<file path="config.mk">
export PLATFORM = sky130hd
export DESIGN_NAME = addsub_serial_16bit_flat
export DESIGN_NICKNAME = d
export VERILOG_FILES = /design/src/rtl/alu_pkg.sv /design/src/rtl/addsub_serial_16bit_if.sv /design/src/rtl/cla_4bit.sv /design/src/rtl/addsub_serial_16bit.sv /design/src/flat_wrapper.sv
export SDC_FILE = /design/constraint.sdc
export NUM_CORES = 1
export LEC_CHECK = 0
export CORE_ASPECT_RATIO = 0.8
export CORE_MARGIN = 2
export CORE_UTILIZATION = 30
export DETAILED_ROUTE_END_ITERATION = 8
export PLACE_DENSITY_LB_ADDON = 0.12
export REMOVE_ABC_BUFFERS = 1
export SYNTH_ARGS = -nofsm -noshare
export SYNTH_HDL_FRONTEND = slang
export SYNTH_HIERARCHICAL = 1
export SYNTH_SLANG_ARGS = --single-unit
</file>
<file path="constraint.sdc">
create_clock -name clk -period 3.4 [get_ports clk]
set_input_delay 0.85 -clock clk [delete_from_list [all_inputs] [get_ports clk]]
set_output_delay 0.85 -clock clk [all_outputs]
set_load 0.01 [all_outputs]
</file>
<file path="src/rtl/alu_pkg.sv">
// Shared types and constants for the serial saturating add/subtract unit.
// Holds the control-state encoding, default geometry and clamp values.
package alu_pkg;

    localparam int DEF_WIDTH = 16;
    localparam int DEF_SLICE = 4;

    typedef enum logic [1:0] {
        IDLE = 2'd0,
        CALC = 2'd1,
        DONE = 2'd2
    } state_t;

    localparam logic [DEF_WIDTH-1:0] SAT_POS = 16'h7FFF;
    localparam logic [DEF_WIDTH-1:0] SAT_NEG = 16'h8000;

endpackage

</file>
<file path="src/rtl/addsub_serial_16bit_if.sv">
// Request/response bundle between an add/sub initiator and responder.
// master drives operands and rsp_rdy; slave drives the result side.
interface addsub_serial_16bit_if
    import alu_pkg::*;
#(
    parameter int WIDTH = DEF_WIDTH
);

    logic             req_vld;
    logic             req_rdy;
    logic [WIDTH-1:0] A;
    logic [WIDTH-1:0] B;
    logic             sub;
    logic             rsp_vld;
    logic             rsp_rdy;
    logic [WIDTH-1:0] Sat_Sum;
    logic             Ovfl;

    modport master (
        output req_vld, A, B, sub, rsp_rdy,
        input  req_rdy, rsp_vld, Sat_Sum, Ovfl
    );

    modport slave (
        input  req_vld, A, B, sub, rsp_rdy,
        output req_rdy, rsp_vld, Sat_Sum, Ovfl
    );

endinterface

</file>
<file path="src/rtl/cla_4bit.sv">
// Combinational 4-bit carry-lookahead adder slice.
// All carries are flattened from generate/propagate terms.
module cla_4bit (
    input  logic [3:0] A,
    input  logic [3:0] B,
    input  logic       cin,
    output logic [3:0] S,
    output logic       cout
);

    logic [3:0] w_g;
    logic [3:0] w_p;
    logic [4:0] w_c;

    assign w_g = A & B;
    assign w_p = A ^ B;

    assign w_c[0] = cin;
    assign w_c[1] = w_g[0] | (w_p[0] & cin);
    assign w_c[2] = w_g[1] | (w_p[1] & w_g[0])
                  | (w_p[1] & w_p[0] & cin);
    assign w_c[3] = w_g[2] | (w_p[2] & w_g[1])
                  | (w_p[2] & w_p[1] & w_g[0])
                  | (w_p[2] & w_p[1] & w_p[0] & cin);
    assign w_c[4] = w_g[3] | (w_p[3] & w_g[2])
                  | (w_p[3] & w_p[2] & w_g[1])
                  | (w_p[3] & w_p[2] & w_p[1] & w_g[0])
                  | (w_p[3] & w_p[2] & w_p[1] & w_p[0] & cin);

    assign S    = w_p ^ w_c[3:0];
    assign cout = w_c[4];

endmodule

</file>
<file path="src/rtl/addsub_serial_16bit.sv">
// Handshaked signed saturating add/subtract, one 4-bit CLA slice per cycle.
// Result is registered on the last slice and held until rsp_rdy.
module addsub_serial_16bit
    import alu_pkg::*;
#(
    parameter int WIDTH = DEF_WIDTH,
    parameter int SLICE = DEF_SLICE
) (
    input logic                 clk,
    input logic                 rst,
    addsub_serial_16bit_if.slave bus
);

    localparam int NSLICE = WIDTH / SLICE;
    localparam int CNT_W  = (NSLICE > 1) ? $clog2(NSLICE) : 1;
    localparam int MSB    = WIDTH - 1;

    state_t r_state;
    state_t w_state_nxt;

    logic [WIDTH-1:0] r_a;
    logic [WIDTH-1:0] r_b;
    logic [WIDTH-1:0] r_sum;
    logic [WIDTH-1:0] r_sat;
    logic             r_ovfl;
    logic             r_carry;
    logic [CNT_W-1:0] r_cnt;

    logic [SLICE-1:0] w_sa;
    logic [SLICE-1:0] w_sb;
    logic [SLICE-1:0] w_ss;
    logic             w_cout;
    logic [WIDTH-1:0] w_sum;
    logic [WIDTH-1:0] w_res;
    logic             w_ovf;
    logic             w_accept;
    logic             w_last;

    assign w_accept = bus.req_vld && (r_state == IDLE);
    assign w_last   = (r_state == CALC)
                   && (r_cnt == CNT_W'(NSLICE - 1));

    always_ff @(posedge clk) begin
        if (rst) begin
            r_state <= IDLE;
        end else begin
            r_state <= w_state_nxt;
        end
    end

    always_comb begin
        w_state_nxt = r_state;
        unique case (r_state)
            IDLE:    if (w_accept)    w_state_nxt = CALC;
            CALC:    if (w_last)      w_state_nxt = DONE;
            DONE:    if (bus.rsp_rdy) w_state_nxt = IDLE;
            default: w_state_nxt = IDLE;
        endcase
    end

    assign w_sa = r_a[int'(r_cnt)*SLICE +: SLICE];
    assign w_sb = r_b[int'(r_cnt)*SLICE +: SLICE];

    cla_4bit u_cla (
        .A    (w_sa),
        .B    (w_sb),
        .cin  (r_carry),
        .S    (w_ss),
        .cout (w_cout)
    );

    // Full sum including the slice being computed this cycle.
    always_comb begin
        w_sum = r_sum;
        w_sum[int'(r_cnt)*SLICE +: SLICE] = w_ss;
    end

    assign w_ovf = (r_a[MSB] == r_b[MSB]) && (w_sum[MSB] != r_a[MSB]);
    assign w_res = w_ovf ? (r_a[MSB] ? SAT_NEG : SAT_POS) : w_sum;

    always_ff @(posedge clk) begin
        if (rst) begin
            r_a     <= '0;
            r_b     <= '0;
            r_sum   <= '0;
            r_sat   <= '0;
            r_ovfl  <= 1'b0;
            r_carry <= 1'b0;
            r_cnt   <= '0;
        end else if (w_accept) begin
            r_a     <= bus.A;
            r_b     <= bus.B ^ {WIDTH{bus.sub}};
            r_carry <= bus.sub;
            r_cnt   <= '0;
            r_sum   <= '0;
        end else if (r_state == CALC) begin
            r_sum   <= w_sum;
            r_carry <= w_cout;
            r_cnt   <= r_cnt + 1'b1;
            if (w_last) begin
                r_sat  <= w_res;
                r_ovfl <= w_ovf;
            end
        end
    end

    assign bus.req_rdy = (r_state == IDLE);
    assign bus.rsp_vld = (r_state == DONE);
    assign bus.Sat_Sum = r_sat;
    assign bus.Ovfl    = r_ovfl;

endmodule

</file>
<file path="src/flat_wrapper.sv">
// flat-port wrapper written by rule: the top's interface ports become plain ports
module addsub_serial_16bit_flat import alu_pkg::*;
#(
    parameter int WIDTH = DEF_WIDTH,
    parameter int SLICE = DEF_SLICE
)
  (clk, rst, bus_req_vld, bus_A, bus_B, bus_sub, bus_rsp_rdy, bus_req_rdy, bus_rsp_vld, bus_Sat_Sum, bus_Ovfl);
  addsub_serial_16bit_if #(.WIDTH(WIDTH)) bus_i ();
  input logic clk;
  input logic rst;
  input wire logic [$bits(bus_i.req_vld)-1:0] bus_req_vld;
  input wire logic [$bits(bus_i.A)-1:0] bus_A;
  input wire logic [$bits(bus_i.B)-1:0] bus_B;
  input wire logic [$bits(bus_i.sub)-1:0] bus_sub;
  input wire logic [$bits(bus_i.rsp_rdy)-1:0] bus_rsp_rdy;
  output wire logic [$bits(bus_i.req_rdy)-1:0] bus_req_rdy;
  output wire logic [$bits(bus_i.rsp_vld)-1:0] bus_rsp_vld;
  output wire logic [$bits(bus_i.Sat_Sum)-1:0] bus_Sat_Sum;
  output wire logic [$bits(bus_i.Ovfl)-1:0] bus_Ovfl;
  assign bus_i.req_vld = bus_req_vld;
  assign bus_i.A = bus_A;
  assign bus_i.B = bus_B;
  assign bus_i.sub = bus_sub;
  assign bus_i.rsp_rdy = bus_rsp_rdy;
  assign bus_req_rdy = bus_i.req_rdy;
  assign bus_rsp_vld = bus_i.rsp_vld;
  assign bus_Sat_Sum = bus_i.Sat_Sum;
  assign bus_Ovfl = bus_i.Ovfl;
  addsub_serial_16bit #(.WIDTH(WIDTH), .SLICE(SLICE)) u_core (.clk(clk), .rst(rst), .bus(bus_i));
endmodule
</file>
Yosys cells after proc, flatten, opt, wreduce, memory -nomap -nowiden --
Index checks and enable logic that the tools add are counted.
Storage, ports and cells: word-level logic and storage cells 70, register bits after elaboration 70, bits of input ports 37
Operators by class: equality and inequality tests 8, shifts and indexed selects 4, $add $sub $neg 2, reduce and logical (&&, ||, !) cells 8, multiplexer cells 9, bitwise logic cells 31
Operators with widths (number):
- $neg A4 Y33 | 1
- $shift A4 B33 Y16 const A | 1
- $shiftx A4 B33 Y16 | 1
- $mux W16 | 2
- $shiftx A16 B5 Y4 | 2
- $and A1 B1 Y1 | 16
- $bwmux W16 | 1
- $xor A16 B16 Y16 | 1
- $or A1 B1 Y1 | 10
- $xor A4 B4 Y4 | 2
- $mux W2 | 3
- $pmux W2 S3 | 1
- $reduce_and A3 Y1 | 2
- $and A4 B4 Y4 | 1
- $eq A2 B2 Y1 const B | 2
- $ne A2 B1 Y1 const B | 2
- $logic_and A1 B1 Y1 | 3
- $add A2 B1 Y2 const B | 1
- $eq A2 B1 Y1 const B | 1
- $logic_not A2 Y1 | 1
- $mux W1 | 2
- $ne A2 B2 Y1 const B | 1
- $reduce_bool A2 Y1 | 1
- $reduce_or A2 Y1 | 1
- other kinds (3) | 3

Logic depth before layout (Yosys ltp) --
Gate-level depths: netlist of the first run.
depth in word-level cells 12, depth in mapped cells 11

Modules after synthesis --
Netlist of the first run, hierarchy kept.
By module, submodules not included:
- addsub_serial_16bit | area an instance 3108.0 µm², instances 1, cells an instance 341
- cla_4bit | area an instance 147.6 µm², instances 1, cells an instance 17

Worst setup path after synthesis of the first run --
Ideal clock, no wire load.
kind register to register, from register u_core.r_cnt[0], to register u_core.r_sat[4] (netlist: u_core/bus.Sat_Sum[4]), library setup time 86 ps, buffers on the path 2, setup slack 274 ps, cell stages (with the launch flop) 12, data required time 3314 ps, arrival time 3041 ps, cell sequence dfxtp_1 buf_2 mux4_2 ha_1 a21o_1 a31o_1 xor2_1 nand3b_1 o22ai_4 a21oi_2 buf_6 a211oi_1
RTL lines:
- from (decl) | line addsub_serial_16bit.sv:27 | logic [CNT_W-1:0] r_cnt;
- from (signal assigned) | line addsub_serial_16bit.sv:99 | r_cnt <= r_cnt + 1'b1;
- $shiftx A16 B5 Y4 (*) | line addsub_serial_16bit.sv:61 | assign w_sa = r_a[int'(r_cnt)*SLICE +: SLICE];
- named net u_core.w_sa[0] | line addsub_serial_16bit.sv:29 | logic [SLICE-1:0] w_sa;
- $and A4 B4 Y4 or $xor A4 B4 Y4 (tied branches) | line cla_4bit.sv:15, cla_4bit.sv:16
- $and A1 B1 Y1, on equally long branches | line cla_4bit.sv:23, cla_4bit.sv:24
- $or A1 B1 Y1 or $and A1 B1 Y1 (tied branches) | line cla_4bit.sv:23, cla_4bit.sv:24
- $or A1 B1 Y1 (*) | line cla_4bit.sv:24 | | (w_p[2] & w_p[1] & w_p[0] & cin);
- $xor A4 B4 Y4 (*) | line cla_4bit.sv:30 | assign S = w_p ^ w_c[3:0];
- named net u_core.w_ss[3] | line addsub_serial_16bit.sv:31 | logic [SLICE-1:0] w_ss;
- $shiftx A4 B33 Y16 (*) | line addsub_serial_16bit.sv:75 | w_sum[int'(r_cnt)*SLICE +: SLICE] = w_ss;
- $bwmux W16 (*) | line addsub_serial_16bit.sv:75
- $ne A1 B1 Y1 | line addsub_serial_16bit.sv:78 | assign w_ovf = (r_a[MSB] == r_b[MSB]) && (w_sum[MSB] != r_a[MSB]);
- $logic_and A1 B1 Y1 | line addsub_serial_16bit.sv:78
- $mux W16 (*) | line addsub_serial_16bit.sv:79 | assign w_res = w_ovf ? (r_a[MSB] ? SAT_NEG : SAT_POS) : w_sum;
- to (signal assigned) | line addsub_serial_16bit.sv:101 | r_sat <= w_res;
- to (decl) | line addsub_serial_16bit.sv:24 | logic [WIDTH-1:0] r_sat;
Mark *: on every way through the listed nets, which the timed path passes. The rest lies on a longest branch. A chain may end at the register's enable or synchronous reset.

Worst setup path after layout of the first run --
from register u_core.r_cnt[0], to register u_core.r_sat[0] (netlist: u_core/bus.Sat_Sum[0])
The elaborated chain is that of the path after synthesis.

==> flow_metrics.tcl, run 1 <==
set metrics [dict create \
    r2r_start "u_core/r_cnt[0]$_SDFFE_PP0N_" \
    die_area_mm2 0.0117 \
    timing.rr.end "u_core/bus.Sat_Sum[0]$_SDFFE_PP0P_" \
    r2r_setup_slack_ns 0.32 \
    core_mm2 0.0104 \
    slew_headroom_pct 53.1 \
    vias_per_cell 4.72 \
    worstSetupPathType "register to register" \
    whs_ns 0.455 \
    cts.clk_slew.worst_paths_ns 0.05 \
    fin_crit_sh_pct 90.5 \
    final_net_count 459 \
    tightest_slew_ns 0.704 \
    numCtsBuffers 9 \
    dp.cells 539 \
    cap_violations 0 \
    drive_above_1_share_pct 9.66 \
    power_frac_clock_pct 41.3 \
    finClkSkew_ns 0.00378 \
    crit_required_ns 3.64 \
    cts_root_buf "clkbuf_16" \
    hold_start "u_core/r_a[5]$_SDFFE_PP0P_" \
    p_sw_w 0.000501 \
    ios 56 \
    netlist_area_mm2 0.00326 \
    grt_max_degree 49 \
    num_rows 33 \
    grt_pass1_wl_um 13000 \
    cts.sinks 70 \
    n_antenna_cell 0 \
    fmax_mhz 325 \
    cts_tree "built" \
    period_needed_ns 3.08 \
    synth_seq_cells 70 \
    p_sw_share_pct 25.1 \
    dp_hpwl_um 5410 \
    place.gp.congestion 0.742 \
    async_flop_share_pct 0 \
    ir_worst_vdd_mv 0.252 \
    power_leakage_nw 1.48 \
    die_y_um 97.2 \
    crit_arrival_ns 3.32 \
    synth_most_common_cell "dfxtp_1" \
    rsz0062_at_grt "no" \
    clock_path_buffers 2 \
    dp_slack_ns -0.100 \
    setup_violations 0 \
    powerDensity_mw_per_mm2 475 \
    syn_area_per_cell_um2 9.09 \
    wirelength_um 7600 \
    initial_utilization_pct 31.3 \
    end_kind "register" \
    yosysTopAreaCellShare_pct 43.0 \
    pwr-share-comb_pct 14.1 \
    fin_ws_ns 0.323 \
    crit_end "u_core/bus.Sat_Sum[0]$_SDFFE_PP0P_" \
    fill_cells 1067 \
    internal_power_w 0.00150 \
    tns_ns 0 \
    overflow 0 \
    drt-initial-drc-count 117 \
    wl_per_cell_um 13.7 \
    ant_nets 0 \
    seq_power_share_pct 44.5 \
    yosysTopAreaCell "dfxtp_1" \
    cp_max_fo 15 \
    final_hold_viol_count 0 \
    netlist_top_cells_count "70 x dfxtp_1, 49 x nor2_1, 42 x a21oi_1" \
    crit_start "u_core/r_cnt[0]$_SDFFE_PP0N_" \
    stdcell_count 554 \
    first_global_vias 2459 \
    io_buffers 55 \
    syn2layout_area_growth_pct 29.3 \
    vias 2616 \
    drc_errors 0 \
    synthCells 358 \
    yosys.cell_types.count 38 \
    dr.pass1.iters 4 \
    grt_antenna_before_repair 0 \
    ys_warn_count 6 \
    synth-edff-count 0 \
    insertion_delay_ns 0.33 \
    slew_viol_final 0 \
    cp-start-kind "register" \
    ys_seq_area_share_pct 43.0 \
    track_usage_pct 14.0 \
    synth_ff_type "dfxtp_1" \
    htreeDepth 3 \
    hold_class "register to register" \
    die_w_um 120 \
    reg2regPathDepth 9 \
    postCtsHoldBufs 0 \
    status "finished, final reports clean" \
    synth_area_leaders "dfxtp_1 43%, a211oi_1 7.6%, a21oi_1 6.5%" \
]
## cells in the final DEF, fill, tap and decap left out, drive strengths merged, types with 2 or more instances in the layout
cell and instances:
a21o 3, clkbuf 12, nor4 2, a21oi 43
clkinv 2, ha 10, clkdlybuf4s50 55, nor2b 12
nor3 2, a22oi 3, inv 9, mux4 8
o21ai 11, dfxtp 70, nand2 41, nor2 49
nand2b 2, xnor2 19, a211oi 38, buf 9
## kinds of logic (layout without fill, tap and decap cells)
kind of cell / count (synthesis) / in the layout / share of synthesized area [%]
AOI/OAI and AO/OA: 104 / 104 / 21.6
and+or+nand+nor: 113 / 113 / 14.9
muxes: 9 / 9 / 5.84
buffers and inverters: 31 / 87 / 4.76
adders and majority gates: 11 / 11 / 4.46
xor gates and xnor gates: 20 / 20 / 5.38
DFF: 70 / 70 / 43.0
## stage by stage
step | instance area (µm²) | utilization, % | total power, W
after floorplan | 3130 | - | 0.00107
after global placement | 3930 | 37.7 | 0.00119
after detailed placement | 3930 | 37.7 | 0.00119
after CTS | 4210 | 40.5 | 0.00203
after global routing | 4210 | 40.5 | 0.00210
final | 4210 | 40.5 | 0.00200
## worst max-delay path, stage by stage, from the launching register on
cell      delay (ns)
dfxtp_2         0.46
mux4_2          0.57
ha_1            0.30
a21o_1          0.19
a31o_1          0.24
xor2_1          0.26
nand3b_1        0.20
o22ai_4         0.30
a21oi_4         0.20
a211oi_1        0.26
## what timing repair did
item                       CTS  global route
pin swaps                    1             0
gates resized for setup      1             1
cloned                       0             0
setup endpoints to repair   15            16
setup buffers                1             0
## power groups by stage
stage	logic [W]	clock network, W	registers, W
after floorplan	0.000170	0	0.000900
after global placement	0.000281	0	0.000908
after detailed placement	0.000284	0	0.000907
after CTS	0.000289	0.000855	0.000890
after global routing	0.000316	0.000893	0.000895
final	0.000283	0.000826	0.000890
## registers in the layout, indices dropped and copies added, names as in the netlist
register and count:
u_core/r_cnt 2, u_core/r_a 16, u_core/r_carry 1, u_core/r_sum 16, u_core/r_b 16, u_core/bus.Ovfl 1, u_core/bus.Sat_Sum 16, u_core/r_state 2
## cell type report
type | instances | area [µm²] | share of cell area, %
timing repair buffer | 64 | 631 | 15.0
clock inverter | 2 | 10.0 | 0.238
multi-input combinational | 257 | 1710 | 40.7
clock buffer | 12 | 246 | 5.85
tap | 140 | 175 | 4.16
inverter | 9 | 33.8 | 0.802
sequential | 70 | 1400 | 33.3
## metal layers
metal,part of all wire (%),vias up,global-route usage (%)
met2,43,50,19.7
met4,0.75,0,4.56
met3,4.1,4,4.11
met1,53,1206,20.4
met5,0,-,0
li1,-,1356,-
## how the worst min path moves through the flow
stage / endpoint / cells after the start
after floorplan: u_core/r_a[10]$_SDFFE_PP0P_ / 2
after global placement: u_core/r_a[13]$_SDFFE_PP0P_ / 2
after detailed placement: u_core/r_a[5]$_SDFFE_PP0P_ / 2
after CTS: u_core/r_a[5]$_SDFFE_PP0P_ / 2
after global routing: u_core/r_a[9]$_SDFFE_PP0P_ / 2
final: u_core/r_a[5]$_SDFFE_PP0P_ / 2
Power figures use the tool's default switching activity.
==> inputs of run 2 (changes only) <==
CAP_MARGIN = 40   (was not set)
==> results of run 2 <==
Final layout, timing and power as in run 1 (identical DEF).
